File: config.mk
export PLATFORM = sky130hd
export DESIGN_NAME = uart_tx_frame_ctrl
export DESIGN_NICKNAME = d
export VERILOG_FILES = /design/src/rtl/uart_tx_frame_ctrl.sv
export SDC_FILE = /design/constraint.sdc
export NUM_CORES = 1
export LEC_CHECK = 0
export BUFFER_PORTS_ARGS = -buffer_cell sky130_fd_sc_hd__buf_2
export CAP_MARGIN = 5
export CELL_PAD_IN_SITES_DETAIL_PLACEMENT = 1
export CELL_PAD_IN_SITES_GLOBAL_PLACEMENT = 1
export CORE_ASPECT_RATIO = 1.25
export CORE_MARGIN = 3
export CORE_UTILIZATION = 44
export DETAILED_ROUTE_END_ITERATION = 7
export PLACE_DENSITY_LB_ADDON = 0.1
export SLEW_MARGIN = 20
export SYNTH_ARGS = -nofsm -noshare
export SYNTH_HDL_FRONTEND = slang
export SYNTH_SLANG_ARGS = --single-unit
File: constraint.sdc
create_clock -name clk -period 5.5 [get_ports clk]
set_input_delay 1.1 -clock clk [delete_from_list [all_inputs] [get_ports clk]]
set_output_delay 1.1 -clock clk [all_outputs]
set_load 0.03 [all_outputs]
File: src/rtl/uart_tx_frame_ctrl.sv
// UART transmit engine: start bit, LSB-first payload, optional parity, one or two stop bits.
// Frames chain back-to-back when a new request lands in the last stop cycle.
module uart_tx_frame_ctrl #(
  parameter  int DATA_WIDTH = 8,
  localparam int CNT_W      = $clog2(DATA_WIDTH)
) (
  input  logic                  clk,
  input  logic                  reset,
  input  logic [DATA_WIDTH-1:0] P_DATA,
  input  logic                  D_Valid,
  input  logic                  PAR_En,
  input  logic                  PAR_TYP,
  input  logic                  STOP2,
  output logic                  TX_OUT,
  output logic                  busy,
  output logic                  done
);

  typedef enum logic [2:0] {
    S_IDLE   = 3'd0,
    S_START  = 3'd1,
    S_DATA   = 3'd2,
    S_PARITY = 3'd3,
    S_STOP1  = 3'd4,
    S_STOP2  = 3'd5
  } state_e;

  localparam logic [CNT_W-1:0] LAST_CNT = CNT_W'(DATA_WIDTH - 1);

  state_e                  r_state;
  logic                    r_tx;
  logic                    r_busy;
  logic                    r_done;
  logic [DATA_WIDTH-1:0]   r_shift;
  logic [CNT_W-1:0]        r_cnt;
  logic                    r_par_en;
  logic                    r_par_bit;
  logic                    r_stop2;

  state_e                  w_next_state;
  logic                    w_last_stop;
  logic                    w_accept;
  logic                    w_tx_next;
  logic                    w_busy_next;
  logic                    w_done_next;
  logic [DATA_WIDTH-1:0]   w_shift_next;
  logic [CNT_W-1:0]        w_cnt_next;

  // Even parity is the XOR of the payload; odd parity is its complement.
  function automatic logic calc_parity(input logic [DATA_WIDTH-1:0] data, input logic odd);
    return (^data) ^ odd;
  endfunction

  assign w_last_stop = ((r_state == S_STOP1) && !r_stop2) || (r_state == S_STOP2);
  assign w_accept    = D_Valid && ((r_state == S_IDLE) || w_last_stop);

  // State register together with the line, status flags and latched frame configuration
  always_ff @(posedge clk) begin
    if (reset) begin
      r_state   <= S_IDLE;
      r_tx      <= 1'b1;
      r_busy    <= 1'b0;
      r_done    <= 1'b0;
      r_shift   <= {DATA_WIDTH{1'b0}};
      r_cnt     <= {CNT_W{1'b0}};
      r_par_en  <= 1'b0;
      r_par_bit <= 1'b0;
      r_stop2   <= 1'b0;
    end else begin
      r_state <= w_next_state;
      r_tx    <= w_tx_next;
      r_busy  <= w_busy_next;
      r_done  <= w_done_next;
      r_shift <= w_shift_next;
      r_cnt   <= w_cnt_next;
      if (w_accept) begin
        r_par_en  <= PAR_En;
        r_par_bit <= calc_parity(P_DATA, PAR_TYP);
        r_stop2   <= STOP2;
      end else begin
        r_par_en  <= r_par_en;
        r_par_bit <= r_par_bit;
        r_stop2   <= r_stop2;
      end
    end
  end

  // Next-state decode
  always_comb begin
    w_next_state = S_IDLE;
    case (r_state)
      S_IDLE: begin
        if (w_accept) w_next_state = S_START;
        else          w_next_state = S_IDLE;
      end
      S_START: w_next_state = S_DATA;
      S_DATA: begin
        if (r_cnt != LAST_CNT) w_next_state = S_DATA;
        else if (r_par_en)     w_next_state = S_PARITY;
        else                   w_next_state = S_STOP1;
      end
      S_PARITY: w_next_state = S_STOP1;
      S_STOP1: begin
        if (r_stop2)       w_next_state = S_STOP2;
        else if (w_accept) w_next_state = S_START;
        else               w_next_state = S_IDLE;
      end
      S_STOP2: begin
        if (w_accept) w_next_state = S_START;
        else          w_next_state = S_IDLE;
      end
      default: w_next_state = S_IDLE;
    endcase
  end

  // Outputs are computed for the state being entered so they register alongside it
  always_comb begin
    w_shift_next = r_shift;
    w_cnt_next   = {CNT_W{1'b0}};
    w_tx_next    = 1'b1;
    w_busy_next  = 1'b0;
    w_done_next  = w_last_stop;

    if (w_accept)                w_shift_next = P_DATA;
    else if (r_state == S_DATA)  w_shift_next = {1'b0, r_shift[DATA_WIDTH-1:1]};
    else                         w_shift_next = r_shift;

    if ((r_state == S_DATA) && (w_next_state == S_DATA)) w_cnt_next = r_cnt + CNT_W'(1'b1);
    else                                                  w_cnt_next = {CNT_W{1'b0}};

    case (w_next_state)
      S_IDLE:   w_tx_next = 1'b1;
      S_START:  w_tx_next = 1'b0;
      S_DATA:   w_tx_next = w_shift_next[0];
      S_PARITY: w_tx_next = r_par_bit;
      S_STOP1:  w_tx_next = 1'b1;
      S_STOP2:  w_tx_next = 1'b1;
      default:  w_tx_next = 1'b1;
    endcase

    if (w_next_state != S_IDLE) w_busy_next = 1'b1;
    else                        w_busy_next = 1'b0;
  end

  assign TX_OUT = r_tx;
  assign busy   = r_busy;
  assign done   = r_done;

endmodule
== Word-level counts from Yosys, hierarchy flattened ==
Cells that the tools add are included.

* Register bits after elaboration: 20
* Input bits: 14
* Logic and storage cells: 43

* Add/subtract/negate cells: 1
* Equality and inequality tests: 9
* Multiplexer cells: 9
* Bitwise gates (word level): 2
* Reductions and logical operators: 12

{| class="wikitable"
|+ Operators by type and width
! operator !! count
|-
| $mux W8 || 2
|-
| $pmux W3 S5 || 1
|-
| $eq A3 B2 Y1 const B || 4
|-
| $mux W3 || 3
|-
| $reduce_xor A8 Y1 || 1
|-
| $eq A3 B1 Y1 const B || 2
|-
| $eq A3 B3 Y1 const B || 2
|-
| $reduce_or A2 Y1 || 2
|-
| $add A3 B1 Y3 const B || 1
|-
| $logic_and A1 B1 Y1 || 3
|-
| $logic_not A3 Y1 || 1
|-
| $ne A3 B3 Y1 const B || 1
|-
| $pmux W1 S3 || 1
|-
| $reduce_bool A3 Y1 || 1
|-
| $logic_or A1 B1 Y1 || 2
|-
| $mux W1 || 2
|-
| $reduce_bool A2 Y1 || 1
|-
| $logic_not A1 Y1 || 1
|-
| $not A1 Y1 || 1
|-
| $xor A1 B1 Y1 || 1
|}

== Logic depth before layout (Yosys ltp) ==
* Word-level depth: 12
* Gate-level depth with buffers: 7

== Worst setup path after synthesis ==
Ideal clock, no wire load.

* Path kind: input port to flip-flop
* Start: input D_Valid
* End: register r_tx (netlist: TX_OUT)
* Setup time: 134 ps
* Arrival time: 2050 ps
* Path slack: 3316 ps
* Stages: 5
* Buffers on the path: 1
* Path through: nand2b_1 -> or3_1 -> buf_6 -> a2111oi_2 -> o2111ai_1

* Longest elaborated chain between the ends: 6
* Elaborated cells on any way between the ends: 9
* Classes of those cells: eq/ne: 3; mux: 5; reduce/logical: 1

{| class="wikitable"
|+ RTL lines
! item !! RTL line !! text
|-
| start: declaration || 10 || <nowiki>input logic D_Valid,</nowiki>
|-
| $logic_and A1 B1 Y1 * || 55 || <nowiki>assign w_accept = D_Valid && ((r_state == S_IDLE) || w_last_stop);</nowiki>
|-
| $mux W1 || 93, 105, 109 ||
|-
| $mux W3 || 104 || <nowiki>if (r_stop2) w_next_state = S_STOP2;</nowiki>
|-
| $pmux W3 S5 || 91 || <nowiki>case (r_state)</nowiki>
|-
| $eq A3 B2 Y1 or $eq A3 B1 Y1 (tied branches) || 131 || <nowiki>case (w_next_state)</nowiki>
|-
| $pmux W1 S3 * || 131 ||
|-
| end signal: assignment || 71 || <nowiki>r_tx <= w_tx_next;</nowiki>
|-
| end: declaration || 31 || <nowiki>logic r_tx;</nowiki>
|}

Every way passes the cells marked *; elsewhere a longest branch is shown, timed or not.
A chain may end at the register's enable or synchronous reset.

== Worst setup path in the final report ==
Ends and elaborated chain as after synthesis.

==> out/results.ini <==
[outcome]
outcome = finished clean

[run]
drv_cap = 0

[pwr]
p_sw_share_pct = 27.55
power.switching_mw = 0.08597
p_per_area_nw_per_um2 = 274.7
p_clk_share_pct = 28.0
p_seq_share_pct = 52.5
peakVddDrop_mv = 0.1788
p_int_mw = 0.2261
p_comb_share_pct = 19.5
leakage_nw = 0.4665

[grt]
grt_usage_pct = 16.91
grt_pass1_wl_mm = 3.801
grt_max_degree = 19
antenna_found_initial = 0
grt-ovfl-total = 0
grt_pass1_vias = 856

[sta]
setup-tns-final_ns = 0
min_period_over_period_pct = 41.50
rsz0062_at_grt = no
fin_skew_ns = 0.004142
tightest_slew_ns = 0.6440
fin_crit_ns = 2.283
fin_ws_ns = 3.217
slew_headroom_pct = 57.07
fmax_ghz = 0.4381
slew_viol_final = 0
setup_viol = 0
finalHoldViolCount = 0

[setup_path]
cp.depth = 5
crit_family = simple AND/OR/NAND/NOR gates
critical-path-max-stage-delay_ns = 0.64
path_buf_inv = 1
reg2regPathDepth = 4
end_kind = flip-flop
rrSetupSlack_ns = 3.41
cp.arrival_ns = 2.46
r2r_end = TX_OUT
rr_startpoint = r_state[0]
crit_type = primary input to flip-flop
worstPathMaxFanout = 18
critPathLaunch = D_Valid
crit_slowest_cell = or3_1
crit_chain = buf_2 > nand2b_1 > or3_1 > a2111oi_2 > o2111ai_1
crit_path_start_kind = primary input
required_ns = 5.68
cp-endpoint = TX_OUT

[clocking]
htreeDepth = 1
cts_root_buffer = clkbuf_4
post_cts_buffers = 0
path_clk_slew_ns = 0.12
numCtsBuffers = 3
tritoncts = built
ctsHoldBuffers = 0
clock_path_buffers = 2
clock_latency_ns = 0.30
post_cts_resize_count = 0
clkSinkCount = 20

[layout]
num-nets-final = 139
diodes = 0
area_growth_syn_to_layout_pct = 11.55
drive_gt1_share_pct = 19.67
design_area_um2 = 1136
postLayoutCoreUtil_pct = 54.24

[yosys]
ys_ff_latch = 20
yosysWarnings = 0
yosys-top-cells-area = dfxtp_1 (39%), mux2i_1 (8.8%), nor2_1 (5.2%)
synthTopCellsByCount = dfxtp_1 (20), nor2_1 (14), mux2i_1 (9)
avgSynthCellArea_um2 = 9.430
synth-seq-area-share_pct = 39.31
synthFlopType = dfxtp_1
synthDominantCellAreaShare_pct = 39.31
synth.distinct_cells = 36
async_reset_ff_share_pct = 0
yosysMostFrequentCell = dfxtp_1
syn_area_um2 = 1018
synthCells = 108
synth_edf_count = 0
synth.largest_area_cell = dfxtp_1
syn-num-nets = 124

[routing]
routed_wl_mm = 2.254
first_iter_violations = 21
wl_per_cell_um = 14.83
routed_via_density = 5.539
drc_errors = 0
vias = 842
drtPass1Iterations = 6
final_antenna_net_count = 0

[floorplan]
dieArea_um2 = 2932
initial_core_util_pct = 48.63
design.portCount = 17
die_height_um = 59.79
std_cell_rows = 18
coreArea_um2 = 2095
die_w_um = 49.03

[worst_hold_path]
hold_class = flip-flop to flip-flop

[placement]
pre_cts_slack_ns = 2.879
routabilityCongestion = 0.6838
placed_area_um2 = 1100
port_buffers = 16
dp_hpwl_mm = 1.681

## flip-flops by register name, indices dropped and copies added, names as in the netlist
register   count
r_par_en       1
r_cnt          3
r_state        3
r_stop2        1
r_par_bit      1
TX_OUT         1
busy           1
r_shift        8
done           1
## through the flow
step	total power, mW	std cells	hold WS, ns
floorplan	0.2130	108	0.3984
global placement	0.2258	148	0.4093
detailed placement	0.2284	148	0.4191
CTS	0.3163	152	0.4381
global route	0.3275	152	0.4569
finish	0.3120	152	0.4335
## layout make-up
type	count	area, um^2
sequential	20	400.4
tap	30	37.54
multi-input combinational	79	566.8
fill	262	958.4
timing repair buffer	17	87.58
inverter	2	7.507
clock buffer	4	36.28
## worst min path at each step
stage / startpoint / endpoint / cells past startpoint
after detailed placement: r_cnt[0] / r_cnt[0] / 1
after global placement: r_cnt[0] / r_cnt[0] / 1
final: r_cnt[0] / r_cnt[0] / 1
after floorplan: r_cnt[0] / r_cnt[0] / 1
after CTS: r_cnt[0] / r_cnt[0] / 1
after global routing: r_cnt[0] / r_cnt[0] / 1
## cells by family after synthesis
| family | after synthesis | share of synthesized area, % |
|---|---|---|
| AND/OR/NAND/NOR | 44 | 23.47 |
| adder cells (fa/ha/maj) | 2 | 2.457 |
| AO/OA/AOI/OAI | 17 | 13.27 |
| multiplexers | 10 | 9.951 |
| XOR/XNOR | 6 | 6.511 |
| buffers and inverters | 9 | 5.037 |
| flip-flops | 20 | 39.31 |
## cell usage in the layout (no fill, tap or decap), types with 2 or more instances in the layout
cell type and n:
nor2_1 14, inv_1 2, and2_1 3, buf_2 16, o2111ai_1 2, xnor2_1 4, clkbuf_4 3, a211oi_1 6
nor3_1 3, ha_1 2, nand2_1 3, o21a_1 2, nor2b_1 6, dfxtp_1 20, nand2b_1 6, mux2i_1 9
nor3b_1 2
## power by group through the flow
| stage | sequential (mW) | combinational [mW] | clock, mW |
|---|---|---|---|
| 2_1_floorplan | 0.167 | 0.0462 | 0 |
| 3_3_place_gp | 0.167 | 0.0590 | 0 |
| 3_5_place_dp | 0.167 | 0.0611 | 0 |
| 4_1_cts | 0.164 | 0.0616 | 0.0907 |
| 5_1_grt | 0.165 | 0.0676 | 0.0948 |
| 6_report | 0.164 | 0.0609 | 0.0873 |
## routing by layer
metal / track usage (%) / up-vias / share of wire, %
met3: 4.239 / 7 / 3.3
met1: 17.76 / 406 / 43
li1: - / 411 / -
met5: 0 / - / 0
met2: 31.65 / 18 / 52
met4: 8.130 / 0 / 1.6
No activity file was read; power rests on OpenSTA's default activity.
